<file path="src/rtl/wb_pkg.sv">
// Shared widths, entry type and constants for the write-back port arbiter.
package wb_pkg;

    localparam int DATA_W_DEF = 32;
    localparam int ADDR_W_DEF = 5;

    localparam logic [ADDR_W_DEF-1:0] REG_ZERO = 5'd0;

    typedef struct packed {
        logic [ADDR_W_DEF-1:0] addr;
        logic [DATA_W_DEF-1:0] data;
    } wb_entry_t;

endpackage

</file>
<file path="src/rtl/wb_fifo.sv">
// Pending-write circular buffer: up to two in-order writes and one read per cycle.
// Every slot is exposed so the arbiter can search it for forwarding.
module wb_fifo
    import wb_pkg::*;
#(
    parameter int  DEPTH  = 4,
    parameter int  DATA_W = DATA_W_DEF,
    parameter int  ADDR_W = ADDR_W_DEF,
    localparam int PTR_W  = $clog2(DEPTH),
    localparam int CNT_W  = PTR_W + 1
) (
    input  logic                         clk,
    input  logic                         reset,
    input  logic                         push0_i,
    input  logic [ADDR_W-1:0]            push0_addr_i,
    input  logic [DATA_W-1:0]            push0_data_i,
    input  logic                         push1_i,
    input  logic [ADDR_W-1:0]            push1_addr_i,
    input  logic [DATA_W-1:0]            push1_data_i,
    input  logic                         pop_i,
    output logic [CNT_W-1:0]             count_o,
    output logic [PTR_W-1:0]             head_o,
    output logic [DEPTH-1:0]             valid_o,
    output logic [DEPTH-1:0][ADDR_W-1:0] addr_o,
    output logic [DEPTH-1:0][DATA_W-1:0] data_o
);

    logic [PTR_W-1:0]             head_q, head_d;
    logic [PTR_W-1:0]             tail_q, tail_d;
    logic [PTR_W-1:0]             tail_nxt_s;
    logic [CNT_W-1:0]             count_q, count_d;
    logic [DEPTH-1:0]             valid_q, valid_d;
    logic [DEPTH-1:0][ADDR_W-1:0] addr_q;
    logic [DEPTH-1:0][DATA_W-1:0] data_q;
    logic [1:0]                   n_push_s;

    // Next-state for pointers, occupancy and per-slot valid bits
    always_comb begin
        tail_nxt_s = tail_q + PTR_W'(1);
        n_push_s   = {1'b0, push0_i} + {1'b0, push1_i};
        head_d     = pop_i ? (head_q + PTR_W'(1)) : head_q;
        tail_d     = tail_q + PTR_W'(n_push_s);
        count_d    = count_q + CNT_W'(n_push_s) - CNT_W'(pop_i);
        valid_d                = valid_q;
        valid_d[head_q]        = valid_q[head_q] & ~pop_i;
        valid_d[tail_q]        = valid_d[tail_q] | push0_i;
        valid_d[tail_nxt_s]    = valid_d[tail_nxt_s] | push1_i;
    end

    // Pointer/occupancy registers; payload slots only need writing on push
    always_ff @(posedge clk) begin
        if (reset) begin
            head_q  <= {PTR_W{1'b0}};
            tail_q  <= {PTR_W{1'b0}};
            count_q <= {CNT_W{1'b0}};
            valid_q <= {DEPTH{1'b0}};
        end else begin
            head_q  <= head_d;
            tail_q  <= tail_d;
            count_q <= count_d;
            valid_q <= valid_d;
        end
        if (push0_i) begin
            addr_q[tail_q] <= push0_addr_i;
            data_q[tail_q] <= push0_data_i;
        end
        if (push1_i) begin
            addr_q[tail_nxt_s] <= push1_addr_i;
            data_q[tail_nxt_s] <= push1_data_i;
        end
    end

    assign count_o = count_q;
    assign head_o  = head_q;
    assign valid_o = valid_q;
    assign addr_o  = addr_q;
    assign data_o  = data_q;

endmodule

</file>
<file path="src/rtl/wb_port_arbiter.sv">
// Merges two write-back lanes onto a single register-file write port, buffering
// surplus writes and offering youngest-value forwarding for uncommitted writes.
module wb_port_arbiter
    import wb_pkg::*;
#(
    parameter int DEPTH  = 4,
    parameter int DATA_W = DATA_W_DEF,
    parameter int ADDR_W = ADDR_W_DEF
) (
    input  logic              clk,
    input  logic              reset,
    input  logic [DATA_W-1:0] wb_data_1,
    input  logic [ADDR_W-1:0] wb_addr_1,
    input  logic              reg_write_1,
    input  logic [DATA_W-1:0] wb_data_2,
    input  logic [ADDR_W-1:0] wb_addr_2,
    input  logic              reg_write_2,
    output logic              stall,
    output logic              rf_we,
    output logic [ADDR_W-1:0] rf_waddr,
    output logic [DATA_W-1:0] rf_wdata,
    input  logic [ADDR_W-1:0] q_addr_a,
    input  logic [ADDR_W-1:0] q_addr_b,
    output logic              hit_a,
    output logic              hit_b,
    output logic [DATA_W-1:0] fwd_a,
    output logic [DATA_W-1:0] fwd_b
);

    localparam int PTR_W = $clog2(DEPTH);
    localparam int CNT_W = PTR_W + 1;

    logic [CNT_W-1:0]             fifo_count_s;
    logic [PTR_W-1:0]             fifo_head_s;
    logic [DEPTH-1:0]             fifo_valid_s;
    logic [DEPTH-1:0][ADDR_W-1:0] fifo_addr_s;
    logic [DEPTH-1:0][DATA_W-1:0] fifo_data_s;

    logic              stall_s, empty_s, pop_s;
    logic              eff1_s, eff2_s, keep1_s;
    logic              w0_v_s, w1_v_s;
    logic [ADDR_W-1:0] w0_addr_s, w1_addr_s;
    logic [DATA_W-1:0] w0_data_s, w1_data_s;
    logic              push0_s, push1_s;
    logic [ADDR_W-1:0] push0_addr_s, push1_addr_s;
    logic [DATA_W-1:0] push0_data_s, push1_data_s;

    logic              rf_we_q, rf_we_d;
    logic [ADDR_W-1:0] rf_waddr_q, rf_waddr_d;
    logic [DATA_W-1:0] rf_wdata_q, rf_wdata_d;

    assign stall_s = (fifo_count_s > CNT_W'(DEPTH - 2));
    assign empty_s = (fifo_count_s == CNT_W'(0));
    assign pop_s   = ~empty_s;

    // Filter and order the lanes (older first), then pick bypass or queue path
    always_comb begin
        eff1_s  = reg_write_1 && (wb_addr_1 != ADDR_W'(REG_ZERO));
        eff2_s  = reg_write_2 && (wb_addr_2 != ADDR_W'(REG_ZERO));
        keep1_s = eff1_s && !(eff2_s && (wb_addr_1 == wb_addr_2));
        if (keep1_s) begin
            w0_v_s    = ~stall_s;
            w0_addr_s = wb_addr_1;
            w0_data_s = wb_data_1;
            w1_v_s    = eff2_s && ~stall_s;
        end else begin
            w0_v_s    = eff2_s && ~stall_s;
            w0_addr_s = wb_addr_2;
            w0_data_s = wb_data_2;
            w1_v_s    = 1'b0;
        end
        w1_addr_s = wb_addr_2;
        w1_data_s = wb_data_2;

        if (empty_s) begin
            rf_we_d      = w0_v_s;
            rf_waddr_d   = w0_v_s ? w0_addr_s : rf_waddr_q;
            rf_wdata_d   = w0_v_s ? w0_data_s : rf_wdata_q;
            push0_s      = w1_v_s;
            push0_addr_s = w1_addr_s;
            push0_data_s = w1_data_s;
            push1_s      = 1'b0;
        end else begin
            rf_we_d      = 1'b1;
            rf_waddr_d   = fifo_addr_s[fifo_head_s];
            rf_wdata_d   = fifo_data_s[fifo_head_s];
            push0_s      = w0_v_s;
            push0_addr_s = w0_addr_s;
            push0_data_s = w0_data_s;
            push1_s      = w1_v_s;
        end
        push1_addr_s = w1_addr_s;
        push1_data_s = w1_data_s;
    end

    wb_fifo #(
        .DEPTH  (DEPTH),
        .DATA_W (DATA_W),
        .ADDR_W (ADDR_W)
    ) u_fifo (
        .clk          (clk),
        .reset        (reset),
        .push0_i      (push0_s),
        .push0_addr_i (push0_addr_s),
        .push0_data_i (push0_data_s),
        .push1_i      (push1_s),
        .push1_addr_i (push1_addr_s),
        .push1_data_i (push1_data_s),
        .pop_i        (pop_s),
        .count_o      (fifo_count_s),
        .head_o       (fifo_head_s),
        .valid_o      (fifo_valid_s),
        .addr_o       (fifo_addr_s),
        .data_o       (fifo_data_s)
    );

    // Register-file write port register
    always_ff @(posedge clk) begin
        if (reset) begin
            rf_we_q    <= 1'b0;
            rf_waddr_q <= {ADDR_W{1'b0}};
            rf_wdata_q <= {DATA_W{1'b0}};
        end else begin
            rf_we_q    <= rf_we_d;
            rf_waddr_q <= rf_waddr_d;
            rf_wdata_q <= rf_wdata_d;
        end
    end

    // Output register is oldest, so it is checked first and later queue slots override
    function automatic logic [DATA_W:0] lookup(input logic [ADDR_W-1:0] qa);
        logic [DATA_W:0]  res;
        logic [PTR_W-1:0] idx;
        res = (rf_we_q && (rf_waddr_q == qa)) ? {1'b1, rf_wdata_q} : {(DATA_W+1){1'b0}};
        for (int i = 0; i < DEPTH; i++) begin
            idx = fifo_head_s + PTR_W'(i);
            res = (fifo_valid_s[idx] && (fifo_addr_s[idx] == qa)) ? {1'b1, fifo_data_s[idx]} : res;
        end
        return (qa == ADDR_W'(REG_ZERO)) ? {(DATA_W+1){1'b0}} : res;
    endfunction

    // Forwarding lookup for both query ports
    always_comb begin
        {hit_a, fwd_a} = lookup(q_addr_a);
        {hit_b, fwd_b} = lookup(q_addr_b);
    end

    assign stall    = stall_s;
    assign rf_we    = rf_we_q;
    assign rf_waddr = rf_waddr_q;
    assign rf_wdata = rf_wdata_q;

endmodule

</file>
<file path="config.mk">
export PLATFORM = sky130hd
export DESIGN_NAME = wb_port_arbiter
export DESIGN_NICKNAME = d
export VERILOG_FILES = /design/src/rtl/wb_pkg.sv /design/src/rtl/wb_fifo.sv /design/src/rtl/wb_port_arbiter.sv
export SDC_FILE = /design/constraint.sdc
export NUM_CORES = 1
export LEC_CHECK = 0
export CAP_MARGIN = 20
export CORE_MARGIN = 4
export CORE_UTILIZATION = 50
export DETAILED_ROUTE_END_ITERATION = 7
export GPL_TIMING_DRIVEN = 0
export PLACE_DENSITY = 0.76
export SYNTH_ARGS = -nofsm -noshare
export SYNTH_HDL_FRONTEND = slang
export SYNTH_SLANG_ARGS = --single-unit
export TNS_END_PERCENT = 50
</file>
<file path="constraint.sdc">
create_clock -name clk -period 4.7 [get_ports clk]
set_input_delay 0.47 -clock clk [delete_from_list [all_inputs] [get_ports clk]]
set_output_delay 0.47 -clock clk [all_outputs]
set_load 0.02 [all_outputs]
</file>
==> run summary <==
The clock-pin slew of the registers on the worst-case setup and hold paths is 0.07 ns. The placed wire-length estimate after detailed placement is 51800 um. For the worst-skew pair, the clock arrives at the later sink with an insertion delay of 0.47 ns. For this run, the number of Yosys warnings is 0.

The die outline area is 33900 um^2. The cell at the root of the clock tree is clkbuf_16. After detailed routing, the number of remaining DRC violations is 6.

The buffer and inverter count on the worst path is 10. The first TritonRoute pass finished after 8 iterations. The total via count after detailed routing came out at 18523. The worst hold path stage count is 3. For this configuration, the core starts out at a cell density of 50.7%. The final net count is 2242. In this run the tightest slew margin relative to its limit is 5.24%. Between clock sinks in the finished design, the worst skew comes to 0.00868 ns. The number of buffers created by CTS is 17. The kind of capture point of the worst setup path is a primary output. The number of cell instances on the worst register-to-register path came out at 11. The number of buffers inserted for hold repair after clock tree synthesis is 0. The H-tree depth reported by CTS is 4. Counting tap cells, the placed design contains a total of 2481 instances. After detailed placement, the total cell area comes to 18000 um^2. For this run, the top clock speed supported by timing is 212 MHz. The remaining global-route overflow came out at 0. The number of clock sinks came out at 197. The width of the chip is 184 um. Setup slack on the worst reg-to-reg path comes out at 1.00 ns. TritonCTS built the clock tree.

After detailed routing, the wire length on met1 is 27300 um. The largest incremental delay on the critical path is 0.58 ns. Entering global routing, the biggest net connects 17 pins.

The die height is 184 um. The total nets after synthesis is 2014. The cell count after synthesis came out at 1908. The post-placement worst setup slack came out at -2.13 ns. The number of diodes is 0.

At the worst endpoint, the arrival time is 4.24 ns. The slowest stage of the critical path belongs to the cell mux4_2. The peak fanout along the critical path came out at 11. The fill cell total of the finished layout is 2719. In this design, the critical path's most frequently occurring cell is buf_6. The first routing iteration left 3145 violations. For this run, the total global-route usage over all layers was measured as 43.2%.

The core region is 30600 um^2. The final count of pins violating max slew came out at 0. The number of global-route vias before repair is 17808. The leakage component of the power is 7.22 nW. The fraction of final layout cells sized beyond drive strength 1 is 21.8%.

During I/O placement, the number of pins put on the boundary was 193. Compared with the post-synthesis result, the final layout area differs by 24.6%. The register share of total power came out at 22.3%.

After synthesis the netlist holds a flip-flop and latch count of 197. Summing the sequential cell areas from Yosys gives 25.4% of the chip area. The share of total power in the clock network is 9.4%. The critical path's top delay family is buffers and inverters. The nature of the critical path startpoint is a register. The total met2 wirelength after detailed routing is 31200 um. The checks that failed: design-rule violations, negative setup slack.

Traced cell by cell, the critical path runs through buf_8, buf_12, clkinv_8, clkbuf_16, ha_4, buf_12, mux4_2, xnor2_2, nand4_1, nor2_2, buf_6, nand3b_1, buf_6, buf_6, clkbuf_8, nor2_4, nor4_4, buf_4. Summed over all layers, the routed wires come to 75800 um. In this run the top signal layer used is met4. Setup repair after global routing could not meet its margin everywhere. In this run the critical register-to-register path is launched from u_fifo.count_o[2]. The internal power component came out at 7.89 mW. The number of flops mapped to enable cells by yosys is 0. The final-report hold violation count is 0. The filler-free cell count of the finished design is 2543.

The routed wire length on met3 came out at 12400 um. The initial antenna violation count came out at 0. The fraction of the cycle the final worst path needs is 100%. The worst hold path terminates at u_fifo.addr_o[7].

The routability-driven placement congestion ratio came out at 1.01. The routed wire length per instance came out at 29.8 um. A synthesized cell averages 8.12 um^2. The number of buffers inserted by port buffering came out at 177. The final setup violation count is 3. The count of distinct cell types in the synthesized netlist came out at 61. The remaining antenna violation count after routing came out at 0.

In this run the critical register-to-register path is captured at u_fifo.count_o[2]. The startpoint identified for the worst hold timing path is wb_addr_2[2]. The first global-routing pass estimated 111000 um of wire.

The via density per instance is 7.28. The share of total power consumed by net switching is 50.5%. The worst path setup slack after routing came out at -0.0108 ns. The worst voltage drop across the vdd grid came out at 389 uV. The critical path is of the register to primary output type. For the finished layout, the period the worst path requires is 4.71 ns.

The share of total power dissipated in combinational logic is 68.3%. The switching power is 8.06 mW. The power density relative to cell area is 825 nW/um^2. The tool flagged a number of max-cap violations equal to 0. The area of the mapped netlist came out at 15500 um^2. The summed area of non-filler cells in the final layout is 19300 um^2.

For the worst setup path, the data required time is 4.23 ns. The prevailing post-synth register cell is dfxtp_1. At the pin with the least slew margin, the transition time is 1.42 ns. The maximum buffer depth of the clock tree is 2. The run finished, with violations left. After floorplanning, the core was divided into 64 placement rows. The async set or reset register ratio after synthesis came out at 0%. The path class of the tightest hold or removal check is input pin to register.
-- power by group through the flow --
| stage | registers, mW | logic (mW) | clock network (mW) |
|---|---|---|---|
| after floorplan | 3.28 | 6.76 | 0 |
| after global placement | 3.43 | 9.61 | 0 |
| after detailed placement | 3.49 | 9.77 | 0 |
| after CTS | 3.46 | 10.3 | 1.48 |
| after global routing | 3.63 | 11.4 | 1.54 |
| final | 3.56 | 10.9 | 1.50 |
-- layer usage --
| layer | vias up | global-route usage [%] |
|---|---|---|
| li1 | 7644 | - |
| met1 | 8698 | 57.1 |
| met2 | 1805 | 61.5 |
| met3 | 376 | 13.7 |
| met4 | 0 | 26.3 |
| met5 | - | 0 |
-- stage by stage --
stage	power, mW	hold WS, ns	TNS [ns]	utilization [%]
floorplan	10.0	0.526	0	-
global placement	13.0	0.548	-118.92	58.8
detailed placement	13.3	0.567	-125.87	58.8
CTS	15.3	0.411	-0.106	62.8
global route	16.5	0.446	-0.231	63.2
finish	15.9	0.436	-0.0171	63.2
-- Yosys cell counts (4+ instances only) --
master,instances,area [um^2]
dfxtp_1,197,3940
a31oi_1,25,156
a21oi_1,263,1320
mux2i_1,78,781
o21a_1,13,97.6
a311oi_1,8,70.1
o211ai_1,4,30.0
a221o_1,22,220
a211oi_1,63,473
o22ai_1,157,982
o21ai_0,45,225
nand4_1,7,43.8
or3_1,27,169
ha_1,17,213
xnor2_1,41,359
nor2_1,350,1310
buf_2,43,215
clkbuf_1,113,424
buf_1,24,90.1
a221oi_1,18,158
nor2b_1,7,43.8
nand2_2,4,25.0
and3_1,22,138
a211oi_2,5,62.6
xor2_1,18,158
buf_4,4,30.0
nor4_2,10,125
nor4_1,14,87.6
a211o_1,5,43.8
a22oi_2,4,50.1
nor3_1,42,210
nand2_1,39,146
nand3_1,4,20.0
or4_1,4,30.0
inv_1,25,93.8
o21ai_1,4,20.0
o31a_1,11,96.3
buf_6,5,56.3
mux4_2,75,1690
mux2_2,59,664
mux4_1,6,158
-- registers in the layout, indices dropped and copies added, names as in the netlist --
register,cells
rf_wdata,32
u_fifo.count_o,3
rf_waddr,5
u_fifo.head_o,2
u_fifo.valid_o,4
u_fifo.tail_q,2
u_fifo.data_o,128
u_fifo.addr_o,20
rf_we,1
-- worst max path at each step --
stage / from / to / cells after the start
6_report: u_fifo.head_o[1] / fwd_b[17] / 18
5_1_grt: u_fifo.head_o[1] / fwd_b[28] / 18
4_1_cts: u_fifo.head_o[0] / fwd_b[13] / 19
3_5_place_dp: u_fifo.head_o[0] / fwd_b[19] / 20
3_3_place_gp: u_fifo.head_o[0] / fwd_b[17] / 20
2_1_floorplan: u_fifo.head_o[0] / fwd_b[16] / 19
-- timing repair --
item	in CTS	in global routing
gates resized for setup	360	82
gates cloned	4	0
pin swaps	22	28
setup endpoints to repair	67	66
buffers inserted	24	8
-- placed cells by master, fill, tap and decap left out, types with 42 or more instances in the layout --
cell type,count
nor2_1,338
a21oi_1,263
dfxtp_1,195
o22ai_1,157
clkdlybuf4s50_1,111
clkbuf_1,84
mux2i_1,78
mux4_2,77
buf_2,67
mux2_2,59
buf_4,46
a211oi_1,42
-- worst min-delay path, cell delays in order --
cell and delay, ns:
clkbuf_1 0.20, nor2_1 0.14, a21oi_1 0.04
-- cell type report --
cell class                      instances  area, um^2  area share, %
Buffer                                186        1030           5.36
Clock buffer                           20         467           2.42
Clock inverter                         10         100          0.518
Inverter                               26         118          0.609
Multi-Input combinational cell       1494       11300           58.3
Sequential cell                       197        3950           20.5
Tap cell                              396         495           2.56
Timing Repair Buffer                  214        1890           9.79
-- cells by family (layout without fill, tap and decap cells) --
family	after synthesis	after routing	share of synthesized area, %
AOI/OAI and AO/OA	658	658	26.5
xor gates and xnor gates	59	59	3.33
adders and majority gates	18	18	1.50
buffers and inverters	217	456	6.15
DFF	197	197	25.4
muxes	218	218	21.2
and+or+nand+nor	541	541	15.8
Note: power is estimated with default switching activity, not from simulation.
